===== src/rtl/mcu_pkg.sv =====
// Shared constants for the multi-cycle control unit: opcodes, FSM states,
// datapath mux/immediate codes and the decoded-instruction record.
package mcu_pkg;

  localparam logic [6:0] OP_R      = 7'b0110011;
  localparam logic [6:0] OP_I      = 7'b0010011;
  localparam logic [6:0] OP_LOAD   = 7'b0000011;
  localparam logic [6:0] OP_STORE  = 7'b0100011;
  localparam logic [6:0] OP_BRANCH = 7'b1100011;
  localparam logic [6:0] OP_JAL    = 7'b1101111;
  localparam logic [6:0] OP_JALR   = 7'b1100111;
  localparam logic [6:0] OP_LUI    = 7'b0110111;
  localparam logic [6:0] OP_AUIPC  = 7'b0010111;

  typedef enum logic [2:0] {
    S_FETCH   = 3'd0,
    S_DECODE  = 3'd1,
    S_EXECUTE = 3'd2,
    S_MEM     = 3'd3,
    S_WB      = 3'd4,
    S_TRAP    = 3'd5
  } state_e;

  localparam logic [2:0] IMM_I   = 3'b000;
  localparam logic [2:0] IMM_S   = 3'b001;
  localparam logic [2:0] IMM_B   = 3'b010;
  localparam logic [2:0] IMM_J   = 3'b011;
  localparam logic [2:0] IMM_U   = 3'b100;
  localparam logic [2:0] IMM_ISH = 3'b101;

  localparam logic [1:0] RD_ALU = 2'b00;
  localparam logic [1:0] RD_MEM = 2'b01;
  localparam logic [1:0] RD_PC4 = 2'b10;
  localparam logic [1:0] RD_IMM = 2'b11;

  typedef enum logic [3:0] {
    CL_R, CL_I, CL_LOAD, CL_STORE, CL_BRANCH,
    CL_JAL, CL_JALR, CL_LUI, CL_AUIPC, CL_ILL
  } class_e;

  typedef struct packed {
    class_e     cls;
    logic [1:0] rdmux;
    logic       alu_a;
    logic       alu_b;
    logic [2:0] imm;
    logic [3:0] alu;
  } dec_t;

endpackage


===== src/rtl/mcu_decoder.sv =====
// Combinational RV32I decode of opcode/func3/func7 into datapath controls
// and an instruction class consumed by the control FSM.
module mcu_decoder
  import mcu_pkg::*;
(
  input  logic [6:0] opcode,
  input  logic [2:0] func3,
  input  logic       func7,
  output dec_t       dec
);

  always_comb begin
    dec     = '0;
    dec.cls = CL_ILL;
    case (opcode)
      OP_R: begin
        dec.cls = CL_R;
        dec.alu = {func7, func3};
      end
      OP_I: begin
        dec.cls   = CL_I;
        dec.alu_b = 1'b1;
        // Only the shift-right pair uses bit 30; other immediates reuse it as data.
        if (func3 == 3'b101) begin
          dec.imm = IMM_ISH;
          dec.alu = {func7, func3};
        end else begin
          dec.imm = IMM_I;
          dec.alu = {1'b0, func3};
        end
      end
      OP_LOAD: begin
        dec.cls   = CL_LOAD;
        dec.alu_b = 1'b1;
        dec.imm   = IMM_I;
        dec.rdmux = RD_MEM;
      end
      OP_STORE: begin
        dec.cls   = CL_STORE;
        dec.alu_b = 1'b1;
        dec.imm   = IMM_S;
      end
      OP_BRANCH: begin
        dec.cls   = CL_BRANCH;
        dec.alu_a = 1'b1;
        dec.alu_b = 1'b1;
        dec.imm   = IMM_B;
      end
      OP_JAL: begin
        dec.cls   = CL_JAL;
        dec.alu_a = 1'b1;
        dec.alu_b = 1'b1;
        dec.imm   = IMM_J;
        dec.rdmux = RD_PC4;
      end
      OP_JALR: begin
        dec.cls   = CL_JALR;
        dec.alu_b = 1'b1;
        dec.imm   = IMM_I;
        dec.rdmux = RD_PC4;
      end
      OP_LUI: begin
        dec.cls   = CL_LUI;
        dec.alu_b = 1'b1;
        dec.imm   = IMM_U;
        dec.rdmux = RD_IMM;
      end
      OP_AUIPC: begin
        dec.cls   = CL_AUIPC;
        dec.alu_a = 1'b1;
        dec.alu_b = 1'b1;
        dec.imm   = IMM_U;
      end
      default: ;
    endcase
  end

endmodule


===== src/rtl/mc_control_unit.sv =====
// Multi-cycle RV32I control FSM (FETCH/DECODE/EXECUTE/MEM/WB/TRAP) with ack timeout.
// Define MCU_ILLEGAL_TRAP_EN to trap unknown opcodes instead of retiring them as NOPs.
module mc_control_unit
  import mcu_pkg::*;
#(
  parameter int WAIT_MAX  = 15,
  parameter int ALU_CTL_W = 4
) (
  input  logic                 clk,
  input  logic                 rst,
  input  logic [6:0]           opcode,
  input  logic [2:0]           func3,
  input  logic                 func7,
  input  logic                 brnch,
  input  logic                 imem_ack,
  input  logic                 dmem_ack,
  output logic                 imem_req,
  output logic                 dmem_req,
  output logic                 dm_we,
  output logic                 ir_load,
  output logic                 pc_inc,
  output logic                 pc_load,
  output logic                 rd_en,
  output logic [1:0]           rdmux_sel,
  output logic                 alumux1_sel,
  output logic                 alumux2_sel,
  output logic [2:0]           imm_sel,
  output logic [ALU_CTL_W-1:0] alu_ctl,
  output logic [2:0]           state,
  output logic                 timeout,
  output logic                 illegal
);

  // Memory handshake: a request is held high for every cycle spent in FETCH
  // or MEM; the transfer completes in the first such cycle where ack is high.
  // An ack outside a request cycle is ignored.

  state_e     state_q, state_d;
  dec_t       dec, dec_q;
  logic [7:0] cnt_q;
  logic       timeout_q;
  logic       waiting, acked, expired;

  mcu_decoder u_dec (
    .opcode (opcode),
    .func3  (func3),
    .func7  (func7),
    .dec    (dec)
  );

  assign waiting = (state_q == S_FETCH) || (state_q == S_MEM);
  assign acked   = (state_q == S_FETCH) ? imem_ack : dmem_ack;
  // The WAIT_MAX-th consecutive silent cycle abandons the transfer; an ack in
  // that same cycle still wins.
  assign expired = waiting && !acked && (cnt_q == 8'(WAIT_MAX - 1));

  always_ff @(posedge clk or posedge rst) begin
    if (rst) begin
      state_q   <= S_FETCH;
      cnt_q     <= '0;
      timeout_q <= 1'b0;
      dec_q     <= '0;
    end else begin
      state_q <= state_d;
      if (state_q == S_DECODE) dec_q <= dec;
      if (!waiting || acked || expired) cnt_q <= '0;
      else                              cnt_q <= cnt_q + 8'd1;
      if (expired) timeout_q <= 1'b1;
    end
  end

  always_comb begin
    state_d     = state_q;
    imem_req    = 1'b0;
    dmem_req    = 1'b0;
    dm_we       = 1'b0;
    ir_load     = 1'b0;
    pc_inc      = 1'b0;
    pc_load     = 1'b0;
    rd_en       = 1'b0;
    rdmux_sel   = '0;
    alumux1_sel = 1'b0;
    alumux2_sel = 1'b0;
    imm_sel     = '0;
    alu_ctl     = '0;
    if (!rst) begin
      // Decoded fields are only presented while an instruction is in flight.
      if (state_q == S_EXECUTE || state_q == S_MEM || state_q == S_WB) begin
        rdmux_sel    = dec_q.rdmux;
        alumux1_sel  = dec_q.alu_a;
        alumux2_sel  = dec_q.alu_b;
        imm_sel      = dec_q.imm;
        alu_ctl[3:0] = dec_q.alu;
      end
      case (state_q)
        S_FETCH: begin
          imem_req = 1'b1;
          if (imem_ack) begin
            ir_load = 1'b1;
            state_d = S_DECODE;
          end
        end
        S_DECODE: begin
          state_d = S_EXECUTE;
`ifdef MCU_ILLEGAL_TRAP_EN
          if (dec.cls == CL_ILL) state_d = S_TRAP;
`endif
        end
        S_EXECUTE: begin
          case (dec_q.cls)
            CL_LOAD, CL_STORE: state_d = S_MEM;
            CL_BRANCH: begin
              pc_load = brnch;
              pc_inc  = !brnch;
              state_d = S_FETCH;
            end
            CL_ILL: begin
              pc_inc  = 1'b1;
              state_d = S_FETCH;
            end
            default: state_d = S_WB;
          endcase
        end
        S_MEM: begin
          dmem_req = 1'b1;
          dm_we    = (dec_q.cls == CL_STORE);
          if (dmem_ack) begin
            if (dec_q.cls == CL_STORE) begin
              pc_inc  = 1'b1;
              state_d = S_FETCH;
            end else begin
              state_d = S_WB;
            end
          end else if (expired) begin
            state_d = S_FETCH;
          end
        end
        S_WB: begin
          rd_en = 1'b1;
          if (dec_q.cls == CL_JAL || dec_q.cls == CL_JALR) pc_load = 1'b1;
          else                                             pc_inc  = 1'b1;
          state_d = S_FETCH;
        end
        S_TRAP: state_d = S_TRAP;
        default: state_d = S_FETCH;
      endcase
    end
  end

  assign state   = state_q;
  assign timeout = timeout_q;

`ifdef MCU_ILLEGAL_TRAP_EN
  logic illegal_q;
  always_ff @(posedge clk or posedge rst) begin
    if (rst)                                            illegal_q <= 1'b0;
    else if (state_q == S_DECODE && dec.cls == CL_ILL) illegal_q <= 1'b1;
  end
  assign illegal = illegal_q;
`else
  assign illegal = 1'b0;
`endif

endmodule


===== config.mk =====
export PLATFORM = sky130hd
export DESIGN_NAME = mc_control_unit
export DESIGN_NICKNAME = d
export VERILOG_FILES = /design/src/rtl/mcu_pkg.sv /design/src/rtl/mcu_decoder.sv /design/src/rtl/mc_control_unit.sv
export SDC_FILE = /design/constraint.sdc
export NUM_CORES = 1
export LEC_CHECK = 0
export CORE_MARGIN = 1
export CORE_UTILIZATION = 50
export CTS_CLUSTER_DIAMETER = 80
export DETAILED_ROUTE_END_ITERATION = 8
export PLACE_DENSITY_LB_ADDON = 0.05
export REMOVE_ABC_BUFFERS = 1
export SYNTH_ARGS = -nofsm -noshare
export SYNTH_HDL_FRONTEND = slang
export SYNTH_SLANG_ARGS = --single-unit
export TNS_END_PERCENT = 20

===== constraint.sdc =====
create_clock -name clk -period 2.4 [get_ports clk]
set_clock_uncertainty 0.05 [all_clocks]
set_input_delay 0.24 -clock clk [delete_from_list [all_inputs] [get_ports clk]]
set_output_delay 0.24 -clock clk [all_outputs]
set_load 0.05 [all_outputs]

==> results.py <==
metrics = {
    "outcome": {
        "status": "complete, no violations",
    },
    "worst_setup_path": {
        "path_cells": "or4b_1 > a211o_1 > a21oi_2 > o21a_1 > buf_12",
        "crit_path_start": "dec_q[11]$_DFFE_PP0P_",
        "crit_arrival_ns": 2.08,
        "endpoint_kind": "output pin",
        "critPathMaxStageDelay_ns": 0.52,
        "path_buf_inv": 1,
        "crit_type": "reg2out",
        "start_kind": "flip-flop",
        "cp_max_fo": 2,
        "crit_cells": 5,
        "cp.required_ns": 2.11,
        "cp_slowest_cell": "or4b_1",
        "rr_startpoint": "cnt_q[0]$_DFF_PP0_",
        "r2r_end": "cnt_q[4]$_DFF_PP0_",
        "path_delay_family": "compound AO/OA/AOI/OAI gates",
        "cp-endpoint": "pc_inc",
        "worstRegToRegCells": 6,
        "reg2reg_slack_ns": 0.46,
    },
    "pwr": {
        "peakVddDrop_mv": 0.295,
        "leakage_nw": 0.987,
        "cellPowerDensity_mw_per_mm2": 695,
    },
    "clock_tree": {
        "clock_latency_ns": 0.34,
        "clk_path_buf_depth": 2,
        "cts_tree": "yes",
        "cts_sinks": 27,
        "clockRootBuffer": "clkbuf_4",
        "cts_buffers": 3,
        "cts.htree.levels": 1,
        "path_clk_slew_ns": 0.16,
    },
    "layout": {
        "final_nets": 262,
        "drive_above_1_share_pct": 17.3,
        "fin_area_sq_mm": 0.00237,
        "syn2layout_area_growth_pct": 34.4,
        "num_antenna_cells": 0,
    },
    "floorplan": {
        "dieArea_sq_mm": 0.00377,
        "coreArea_sq_mm": 0.00336,
        "die_w_microns": 61.4,
        "ios": 39,
        "rows": 21,
        "dieHeight_microns": 61.4,
        "initial_core_util_pct": 52.4,
    },
    "sta": {
        "setup_violations": 0,
        "fmax_mhz": 422,
        "max_slew_margin_pct": 59.2,
        "period_share_pct": 98.6,
        "final_hold_viol_count": 0,
        "tightest_slew_ns": 0.612,
        "finalWorstSetupSlack_ns": 0.0325,
        "rsz0062_at_grt": "yes",
        "finalSetupTns_ns": 0,
        "drv_slew": 0,
        "fin_crit_ns": 2.37,
    },
    "job": {
        "cap_viol_max_count": 0,
    },
    "synthesis": {
        "syn_area_per_cell_sq_um": 8.51,
        "async_flop_share_pct": 100,
        "netlist_instances": 207,
        "yosys.cell_types.count": 54,
        "ys_ff_latch": 27,
        "synth_seq_area_share_pct": 38.4,
        "synth_edf_count": 0,
        "synthesis.area_sq_mm": 0.00176,
        "synth_ff_type": "dfrtp_1",
        "ys_warn_count": 0,
    },
    "drt": {
        "routedWlPerCell_microns": 14.0,
        "drt-total-wl_mm": 4.06,
        "dr.first_iter.drc_count": 165,
        "vias": 1705,
        "first_pass_iters": 4,
        "vias_per_cell": 5.90,
        "drc": 0,
        "ant_nets": 0,
    },
    "global_routing": {
        "grt_max_degree": 28,
        "antenna_found_initial": 0,
        "grt_pass1_wl_mm": 6.51,
        "grt_pass1_vias": 1475,
        "grt_use_total_pct": 22.9,
        "grt.overflow.total": 0,
    },
    "place": {
        "place_ws_ns": 0.166,
        "dpl_cell_area_sq_mm": 0.00232,
        "gp_congestion": 0.881,
        "dpl.hpwl_mm": 2.96,
        "place.port_buffers": 37,
    },
    "min_path": {
        "min_path_type": "in2reg",
    },
}
==> routing by layer <==
layer  global-route usage [%]  vias up  routed length (microns)
li1                         -      815                        -
met1                     31.3      826                     1760
met2                     37.0       58                     2030
met3                     3.36        6                      211
met4                     8.89        0                       55
met5                        0        -                        0
==> state kept, by name, summed over array words and instances (netlist names) <==
name and flops:
dec_q 15, timeout 1, cnt_q 8, state 3
==> tightest hold or removal path, stage by stage <==
cell and delay (ns):
clkdlybuf4s50_1 0.41, nand3_1 0.07, nand2_1 0.05
==> cells by family (layout without fill, tap and decap cells) <==
kind of cell / count (synthesis) / after routing / share of synthesized area (%)
AND/OR/NAND/NOR: 103 / 103 / 32.7
AO/OA/AOI/OAI: 45 / 45 / 17.5
flip-flops: 27 / 27 / 38.4
buffers and inverters: 20 / 56 / 5.33
XOR/XNOR: 9 / 9 / 4.47
adder cells (fa/ha/maj): 2 / 2 / 1.42
other: 1 / 1 / 0.213
==> layout by cell type, fill, tap and decap left out, drive strengths merged, types with 3 or more instances in the layout <==
| cell type | n |
|---|---|
| nand4 | 4 |
| and3 | 3 |
| xor2 | 7 |
| a21oi | 11 |
| nor2 | 14 |
| nand3 | 7 |
| inv | 5 |
| nand2 | 23 |
| clkbuf | 3 |
| or3 | 4 |
| dfrtp | 27 |
| nor2b | 5 |
| clkdlybuf4s50 | 19 |
| o21ai | 8 |
| nor4 | 4 |
| and2 | 14 |
| o41ai | 3 |
| buf | 28 |
| nand2b | 4 |
| nor3 | 8 |
==> how the worst min path moves through the flow <==
stage / from / endpoint / slack (ns) / cells past startpoint
final: func3[0] / dec_q[0]$_DFFE_PP0P_ / 0.40 / 3
after global routing: func3[0] / dec_q[0]$_DFFE_PP0P_ / 0.39 / 3
after CTS: func7 / dec_q[3]$_DFFE_PP0P_ / 0.40 / 3
after detailed placement: timeout$_DFFE_PP0P_ / timeout$_DFFE_PP0P_ / 0.40 / 1
after global placement: timeout$_DFFE_PP0P_ / timeout$_DFFE_PP0P_ / 0.39 / 1
after floorplan: rst / cnt_q[0]$_DFF_PP0_ / 0.25 / 1
==> synthesized netlist by cell type, types with 4 or more instances <==
library cell	count	area, sq um
nor3_1	6	30.0
or3_1	4	25.0
clkbuf_1	8	30.0
nor4_1	4	25.0
xor2_1	7	61.3
nand2_1	23	86.3
nor2b_1	5	31.3
nor2_1	14	52.6
a21oi_1	10	50.1
o21ai_0	5	25.0
dfrtp_1	27	676
nand3_1	7	35.0
nand2b_1	4	25.0
and2_1	14	87.6
nand4_1	4	25.0
inv_1	4	15.0
==> report_power, final <==
part | leakage, nW | total [mW] | internal, mW | switching (mW)
logic | 0.615 | 0.816 | 0.306 | 0.510
clock network | 0.0139 | 0.216 | 0.0639 | 0.152
registers | 0.358 | 0.615 | 0.519 | 0.0952
total | 0.987 | 1.65 | 0.889 | 0.757
==> stage by stage <==
stage	std cells	hold slack (ns)	util (%)	power, mW
floorplan	192	0.251	-	1.11
global placement	283	0.387	68.9	1.39
detailed placement	283	0.401	68.9	1.42
CTS	289	0.396	70.3	1.64
global route	289	0.392	70.4	1.76
finish	289	0.395	70.4	1.65
==> timing repair <==
item | CTS | global route
hold buffers | 0 | 0
gates resized for setup | 2 | 2
buffers inserted | 2 | 0
endpoints found under the setup margin | 1 | 13
==> layout make-up <==
cell class	count	area (sq um)
Fill cell	291	996
Multi-Input combinational cell	160	992
Sequential cell	27	681
Timing Repair Buffer	47	588
Tap cell	46	57.6
Clock buffer	3	22.5
Inverter	5	18.8
Clock inverter	1	7.51
Power figures use the tool's default switching activity.
